## config.mk

```make
export PLATFORM = sky130hd
export DESIGN_NAME = procyon_rom_loader
export DESIGN_NICKNAME = d
export VERILOG_FILES = /design/src/rtl/procyon_rom_loader.sv
export SDC_FILE = /design/constraint.sdc
export NUM_CORES = 1
export LEC_CHECK = 0
export BUFFER_PORTS_ARGS = -buffer_cell sky130_fd_sc_hd__buf_2
export CAP_MARGIN = 20
export CORE_ASPECT_RATIO = 1.25
export CORE_UTILIZATION = 55
export CTS_BUF_LIST = sky130_fd_sc_hd__clkbuf_4
export CTS_CLUSTER_DIAMETER = 120
export DETAILED_ROUTE_END_ITERATION = 8
export PLACE_DENSITY = 0.82
export SLEW_MARGIN = 20
export SYNTH_ARGS = -nofsm -noshare
export SYNTH_HDL_FRONTEND = slang
export SYNTH_SLANG_ARGS = --single-unit
```

## constraint.sdc

```tcl
create_clock -name clk -period 2.2 [get_ports clk]
set_input_delay 0.22 -clock clk [delete_from_list [all_inputs] [get_ports clk]]
set_output_delay 0.22 -clock clk [all_outputs]
set_load 0.02 [all_outputs]
```

## src/rtl/procyon_rom_loader.sv

```systemverilog
// Sequential ROM-to-write-port copier: walks ROM words and streams them out over valid/ready.
// Optional running XOR of written data when PROCYON_ROM_LOADER_CHECKSUM_EN is defined.
module procyon_rom_loader #(
    parameter int OPTN_DATA_WIDTH      = 8,
    parameter int OPTN_ROM_DEPTH       = 8,
    parameter int OPTN_BASE_ADDR       = 0,
    parameter int OPTN_DEST_ADDR_WIDTH = 32,
    parameter int OPTN_DEST_BASE       = 0,
    parameter int ROM_IDX_WIDTH        = $clog2(OPTN_ROM_DEPTH),
    parameter int CNT_WIDTH            = ROM_IDX_WIDTH + 1
) (
    input  logic                            clk,
    input  logic                            n_rst,
    input  logic                            i_start,
    input  logic [CNT_WIDTH-1:0]            i_count,
    output logic                            o_busy,
    output logic                            o_done,
    output logic [ROM_IDX_WIDTH-1:0]        o_rom_rd_addr,
    input  logic [OPTN_DATA_WIDTH-1:0]      i_rom_data_in,
    output logic                            o_wr_valid,
    input  logic                            i_wr_ready,
    output logic [OPTN_DEST_ADDR_WIDTH-1:0] o_wr_addr,
    output logic [OPTN_DATA_WIDTH-1:0]      o_wr_data
`ifdef PROCYON_ROM_LOADER_CHECKSUM_EN
    ,
    output logic [OPTN_DATA_WIDTH-1:0]      o_checksum
`endif
);

    // state   | meaning
    // IDLE    | waiting for i_start
    // SEND    | o_wr_data/o_wr_addr presented, waiting for handshakes
    // DONE    | one-cycle completion pulse
    localparam logic [1:0] ST_IDLE = 2'd0;
    localparam logic [1:0] ST_SEND = 2'd1;
    localparam logic [1:0] ST_DONE = 2'd2;

    localparam logic [CNT_WIDTH-1:0]            DEPTH_C     = CNT_WIDTH'(OPTN_ROM_DEPTH);
    localparam logic [CNT_WIDTH-1:0]            ONE_C       = CNT_WIDTH'(1);
    localparam logic [ROM_IDX_WIDTH-1:0]        BASE_C      = ROM_IDX_WIDTH'(OPTN_BASE_ADDR);
    localparam logic [OPTN_DEST_ADDR_WIDTH-1:0] DEST_BASE_C = OPTN_DEST_ADDR_WIDTH'(OPTN_DEST_BASE);

    logic [1:0]               state;
    logic [ROM_IDX_WIDTH-1:0] idx;
    logic [ROM_IDX_WIDTH-1:0] rd_idx;
    logic [CNT_WIDTH-1:0]     remaining;
    logic [CNT_WIDTH-1:0]     ecount;
    logic                     handshake;

    assign ecount     = (i_count > DEPTH_C) ? DEPTH_C : i_count;
    assign o_busy     = (state != ST_IDLE);
    assign o_done     = (state == ST_DONE);
    assign o_wr_valid = (state == ST_SEND);
    assign handshake  = o_wr_valid && i_wr_ready;

    // While sending, look one word ahead so the next word is captured on the handshake edge.
    assign rd_idx        = (state == ST_SEND) ? (idx + ROM_IDX_WIDTH'(1)) : idx;
    assign o_rom_rd_addr = BASE_C + rd_idx;

    always_ff @(posedge clk) begin
        if (!n_rst) begin
            state     <= ST_IDLE;
            idx       <= '0;
            remaining <= '0;
            o_wr_addr <= '0;
            o_wr_data <= '0;
        end else begin
            case (state)
                ST_IDLE: begin
                    idx <= '0;
                    if (i_start) begin
                        if (ecount != '0) begin
                            o_wr_data <= i_rom_data_in;
                            o_wr_addr <= DEST_BASE_C;
                            remaining <= ecount;
                            state     <= ST_SEND;
                        end else begin
                            state <= ST_DONE;
                        end
                    end
                end
                ST_SEND: begin
                    if (handshake) begin
                        if (remaining > ONE_C) begin
                            idx       <= idx + ROM_IDX_WIDTH'(1);
                            o_wr_data <= i_rom_data_in;
                            o_wr_addr <= o_wr_addr + OPTN_DEST_ADDR_WIDTH'(1);
                            remaining <= remaining - ONE_C;
                        end else begin
                            state <= ST_DONE;
                        end
                    end
                end
                ST_DONE: begin
                    idx   <= '0;
                    state <= ST_IDLE;
                end
                default: state <= ST_IDLE;
            endcase
        end
    end

`ifdef PROCYON_ROM_LOADER_CHECKSUM_EN
    always_ff @(posedge clk) begin
        if (!n_rst) begin
            o_checksum <= '0;
        end else if (state == ST_IDLE && i_start) begin
            o_checksum <= '0;
        end else if (handshake) begin
            o_checksum <= o_checksum ^ o_wr_data;
        end
    end
`endif

endmodule

```

==> results of run 1 <==
metal layers:
layer	up-vias	GRT usage (%)	share of wire, %
met3	5	5.772	4.1
met5	-	0	0
met1	1087	27.29	43
met4	0	8.444	1.3
li1	1158	-	-
met2	59	39.68	52
timing repair:
item / in CTS / in global routing
endpoints found under the hold margin: 0 / 0
setup endpoints to repair: 12 / 14
gates resized for setup: 1 / 4
gates cloned: 0 / 0
pin swaps: 0 / 1
kinds of logic (layout without fill, tap and decap cells):
group | after synthesis | after routing | synth area share (%)
fa+ha+maj | 4 | 4 | 2.053
mux | 2 | 2 | 0.8214
buf+inv | 22 | 84 | 4.414
flops | 49 | 49 | 40.25
simple gates | 123 | 123 | 25.77
xor+xnor | 21 | 21 | 7.546
compound gates | 69 | 69 | 19.15
stage by stage:
| step | setup TNS (ns) | instance area [um2] | hold WS, ns |
|---|---|---|---|
| floorplan | 0 | 2437 | 0.3549 |
| global placement | -0.4183 | 2795 | 0.4388 |
| detailed placement | -1.039 | 2810 | 0.4440 |
| CTS | 0 | 2861 | 0.06611 |
| global route | 0 | 2880 | 0.06019 |
| finish | 0 | 2880 | 0.08274 |
worst min-delay path, delay by kind of cell:
kind | cells | cell delay [ns]
buffers and inverters | 1 | 0.09
AND/OR/NAND/NOR | 1 | 0.04
AO/OA/AOI/OAI | 1 | 0.05
final timing paths:
check	cells past startpoint	to	start	slack, ns
worst max-delay path	7	o_wr_addr[6]$_SDFFE_PN0P_	remaining[0]$_SDFFE_PN0P_	0.18
worst min-delay path	3	o_wr_data[4]$_SDFFE_PN0P_	i_rom_data_in[4]	0.08
worst max register to register	7	o_wr_addr[6]$_SDFFE_PN0P_	remaining[0]$_SDFFE_PN0P_	0.18
worst min register to register	2	o_wr_data[4]$_SDFFE_PN0P_	o_wr_data[4]$_SDFFE_PN0P_	0.46
flip-flops by register name, summed over array words and instances, names as in the netlist:
signal	flops
o_wr_data	8
idx	3
remaining	4
state	2
o_wr_addr	32
synthesized netlist by cell type (2+ instances only):
master and n:
buf_2 2, nand2_1 38, nor3b_1 2, o2111ai_1 9, buf_4 2, mux2i_1 2, and4_1 5, a211oi_1 3
nor2_1 25, buf_6 2, o311a_1 2, clkbuf_1 8, dfxtp_1 49, a21boi_1 9, nor2_2 3, or4_1 3
nand4_1 3, xor2_1 15, and3_1 4, a21oi_1 17, o31ai_1 2, nand3_1 7, nand2b_1 4, xnor2_1 6
ha_1 4, o211ai_1 3, nor2b_1 5, inv_1 6, or3_1 14, nor3_1 3, o21ai_0 16
layout make-up:
class	count	share of cell area, %
multi-input cells	219	47.70
flip-flops and latches	49	34.06
repair buffers	70	13.21
well taps	56	2.433
clock buffers	6	1.564
inverters	7	0.9123
clock inverters	1	0.1303
power by group:
part           switching (mW)  leakage, nW  internal, mW
clock network           0.263       0.0292         0.129
logic                   0.183        0.775         0.112
registers              0.0214        0.397         0.914
==> flow_summary.toml, run 1 <==
[synth]
synthesis.instances = 290
synth_seq_cells = 49
synth_area_leaders = "dfxtp_1, nand2_1, xor2_1, nor2_1, or3_1"
synthFlopType = "dfxtp_1"
syn_area_per_cell_um2 = 8.405
syn-num-nets = 310
syn_area_um2 = 2437
async_flop_share_pct = 0
synth_enable_flop_cells = 0
synth_top_area_cell = "dfxtp_1"
synth_top_area_share_pct = 40.25
yosysWarnings = 0
ys_types = 48
synth_sequential_area_ratio_pct = 40.25

[clock_tree]
clock_tree.buffer_depth = 2
cts_tree = "built"
root_buffer = "clkbuf_4"
hold_buffers = 0
cts_made_buffers = 5
clkSinkCount = 49
htreeDepth = 2
postCtsSetupBuffers = 0
clk_pin_slew_ns = 0.13
clk_latency_ns = 0.36

[floorplan]
ios = 62
die_h_um = 76.43
die_area_um2 = 4703
start_util_pct = 58.53
core_area_um2 = 4164
die_w_um = 61.54
rows = 26

[global_routing]
grt_max_degree = 20
grt_overflow = 0
antenna_found_initial = 0
grt_usage_pct = 23.36
grt_pass1_vias = 2007
grt_pass1_wl_mm = 8.542

[layout]
final_cells = 408
fin_util_pct = 69.17
layout.nets = 372
multi_input_area_um2 = 1374
antennaDiodeCount = 0
seqCellArea_um2 = 980.9
num-fill-cells = 400
drive_gt1_share_pct = 25.57
area_growth_syn_to_layout_pct = 18.17
most-common-layout-cells = "buf_2, dfxtp_1, nand2_1"
layout_commonest_cell = "buf_2"

[setup_path]
required_ns = 2.50
crit_chain = "inv_1, ha_1, nor2_4, o311ai_2, a21o_2, or4_1, a21oi_1"
worstSetupPathType = "reg -> reg"
critPathArrivalTime_ns = 2.33
critPathCaptureType = "flop"
cpPeakStageDelay_ns = 0.51
critPathMaxFanout = 8
start_kind = "flop"
path_delay_family = "simple AND/OR/NAND/NOR gates"
slowest_stage = "or4_1"
critPathBufInv = 1

[routing]
initialDrtViolationCount = 171
first_pass_iters = 4
wl_mm = 5.221
wl_per_cell_um = 12.80
vias_per_cell = 5.659
ant_nets = 0
drc_errors = 0
vias = 2309

[timing]
hold_viol = 0
max-slew-margin-rel_pct = 51.09
maxSlewViolCount = 0
fin_crit_ns = 2.025
fmax_ghz = 0.4939
rsz0062_at_grt = "no"
worst_pin_slew_ns = 0.7270
setup_viol = 0
finalCritPeriodShare_pct = 92.03
fin_ws_ns = 0.1754
skew_ns = 0.009538

[place]
dp.cells = 401
post-dp-hpwl_mm = 3.861
gp_congestion = 0.8494
preCtsSetupSlack_ns = -0.1451
io_buffers = 61

[job]
cap_violations = 0

[min_path]
hp-class = "in -> reg"

[power]
power.total_mw = 1.622
power.density_nw_per_um2 = 563.0
ir_worst_vdd_mv = 0.4233
leakagePower_nw = 1.201

[outcome]
status = "completed"
Note: power is estimated with default switching activity, not from simulation.
==> run 2: changes to the inputs <==
CTS_CLUSTER_SIZE = 25   (was unset)
REMOVE_ABC_BUFFERS = 1   (was unset)
==> run 2 against run 1 <==
Compared with the run above: die area is the same; cell count up 0.25%; non-clock buffer count unchanged; clock skew rose by 0.0019 ns; setup slack got worse by 0.060 ns; clock power is 33% higher; hold slack lost 0.021 ns; total power rose by 7.8%; critical endpoint is now o_wr_addr[31]$_SDFFE_PN0P_; highest routed layer unchanged.
==> flow_summary.toml, run 2 (synthesis gave the netlist of run 1 again) <==
[outcome]
status = "completed"

[floorplan]
rows = 26
die_w_um = 61.54
start_util_pct = 58.53
die_area_um2 = 4703
ios = 62
die_h_um = 76.43
core_area_um2 = 4164

[timing]
setup_viol = 0
fin_crit_ns = 2.084
max-slew-margin-rel_pct = 49.00
fin_ws_ns = 0.1159
maxSlewViolCount = 0
setup-tns-final_ns = 0
worst_pin_slew_ns = 0.7621
fmax_ghz = 0.4798
hold_viol = 0
skew_ns = 0.01146
finalCritPeriodShare_pct = 94.73
whs_ns = 0.06136

[power]
power.switching_uw = 492.2
p_clk_share_pct = 29.9
p_comb_share_pct = 16.6
p_int_mw = 1.256
leakagePower_nw = 1.204
seqPwrFrac_pct = 53.5
ir_worst_vdd_mv = 0.4380
swShare_pct = 28.15
power.density_nw_per_um2 = 600.2

[global_routing]
grt_pass1_vias = 2062
grt_max_degree = 31
antenna_found_initial = 0
grt_usage_pct = 23.43
grt_pass1_wl_mm = 8.625
grt_overflow = 0

[setup_path]
reg2reg_from = "remaining[0]$_SDFFE_PN0P_"
slowest_stage = "or4_1"
crit_chain = "inv_1, ha_1, nor2_2, o311a_4, o211ai_2, or4_1, a21oi_1"
critPathArrivalTime_ns = 2.38
r2r_end = "o_wr_addr[31]$_SDFFE_PN0P_"
reg2reg_slack_ns = 0.12
cpPeakStageDelay_ns = 0.46
rr_worst_depth = 7
critPathCaptureType = "flop"
critPathMaxFanout = 13
start_kind = "flop"
worstSetupPathType = "reg -> reg"
required_ns = 2.50

[routing]
drc_errors = 0
vias = 2294
ant_nets = 0
wl_mm = 5.329
wl_per_cell_um = 13.03
first_pass_iters = 4
initialDrtViolationCount = 114
vias_per_cell = 5.609

[layout]
reg_top3 = "o_wr_addr (32), o_wr_data (8), remaining (4)"
regMostFlops = "o_wr_addr"
most-common-layout-cells = "buf_2, dfxtp_1, nand2_1"
area_growth_syn_to_layout_pct = 19.51
layout.nets = 372
fin_util_pct = 69.95
largest_register_ffs = 32
drive_gt1_share_pct = 25.78
fin_area_um2 = 2913
antennaDiodeCount = 0
layout_commonest_cell = "buf_2"
num-fill-cells = 386

[job]
cap_violations = 0

[clock_tree]
root_buffer = "clkbuf_4"
htreeDepth = 2
clk_latency_ns = 0.37
hold_buffers = 0
cts_made_buffers = 5
clk_pin_slew_ns = 0.14
clkSinkCount = 49
clock_tree.buffer_depth = 2
cts_tree = "built"

[place]
post-dp-hpwl_mm = 3.793
preCtsSetupSlack_ns = -0.06532
placed_area_um2 = 2780
io_buffers = 61
gp_congestion = 0.8199

[min_path]
hold_path_depth = 3
hold_path_end = "o_wr_data[0]$_SDFFE_PN0P_"
hold_start = "i_rom_data_in[0]"
hp-class = "in -> reg"
==> run 2: cell type report <==
class	count	area (um2)	area share, %
multi-input combinational	219	1384	47.51
sequential	49	980.9	33.68
timing repair buffer	70	372.9	12.80
tap	56	70.07	2.406
clock inverter	3	41.29	1.418
clock buffer	5	37.54	1.289
inverter	7	26.28	0.9021
==> run 2: metrics by stage <==
step | power, mW | std cells
after floorplan | 1.132 | 275
after global placement | 1.219 | 397
after detailed placement | 1.229 | 397
after CTS | 1.751 | 405
after global routing | 1.824 | 409
final | 1.748 | 409
==> run 2: worst max-delay path by stage <==
stage	from	end	slack (ns)	depth (start not counted)
after CTS	remaining[0]$_SDFFE_PN0P_	o_wr_addr[31]$_SDFFE_PN0P_	0.05	7
after detailed placement	i_start	o_wr_addr[31]$_SDFFE_PN0P_	-0.07	6
after floorplan	state[0]$_SDFFE_PN0P_	o_wr_addr[10]$_SDFFE_PN0P_	-0.39	4
after global routing	remaining[0]$_SDFFE_PN0P_	o_wr_addr[31]$_SDFFE_PN0P_	-0.008	7
after global placement	i_start	o_wr_addr[31]$_SDFFE_PN0P_	-0.006	6
final	remaining[0]$_SDFFE_PN0P_	o_wr_addr[31]$_SDFFE_PN0P_	0.12	7
==> run 2: routing by layer <==
metal	part of all wire, %	GRT usage (%)	vias to the layer above
li1	-	-	1153
met1	44	26.79	1077
met2	51	42.04	57
met3	4.1	4.754	7
met4	1.2	6.444	0
met5	0	0	-
==> run 2: power groups by stage <==
| stage | combinational, mW | clock [mW] | sequential, mW |
|---|---|---|---|
| after detailed placement | 0.276 | 0 | 0.954 |
| final | 0.289 | 0.523 | 0.936 |
| after floorplan | 0.159 | 0 | 0.972 |
| after global routing | 0.319 | 0.564 | 0.941 |
| after CTS | 0.278 | 0.539 | 0.935 |
| after global placement | 0.266 | 0 | 0.952 |
==> run 2: what timing repair did <==
action                                  in CTS  in global routing
resized for setup                            2                  2
endpoints found under the setup margin      12                 14
cloned                                       0                  0
pin swaps                                    0                  1
buffers inserted                             0                  4
==> run 2: critical path: cells and delay by family (launching register included) <==
family,cells,cell delay [ns]
AO/OA/AOI/OAI,3,0.64
adder cells (fa/ha/maj),1,0.23
flip-flops,1,0.39
buffers and inverters,1,0.08
AND/OR/NAND/NOR,2,0.67
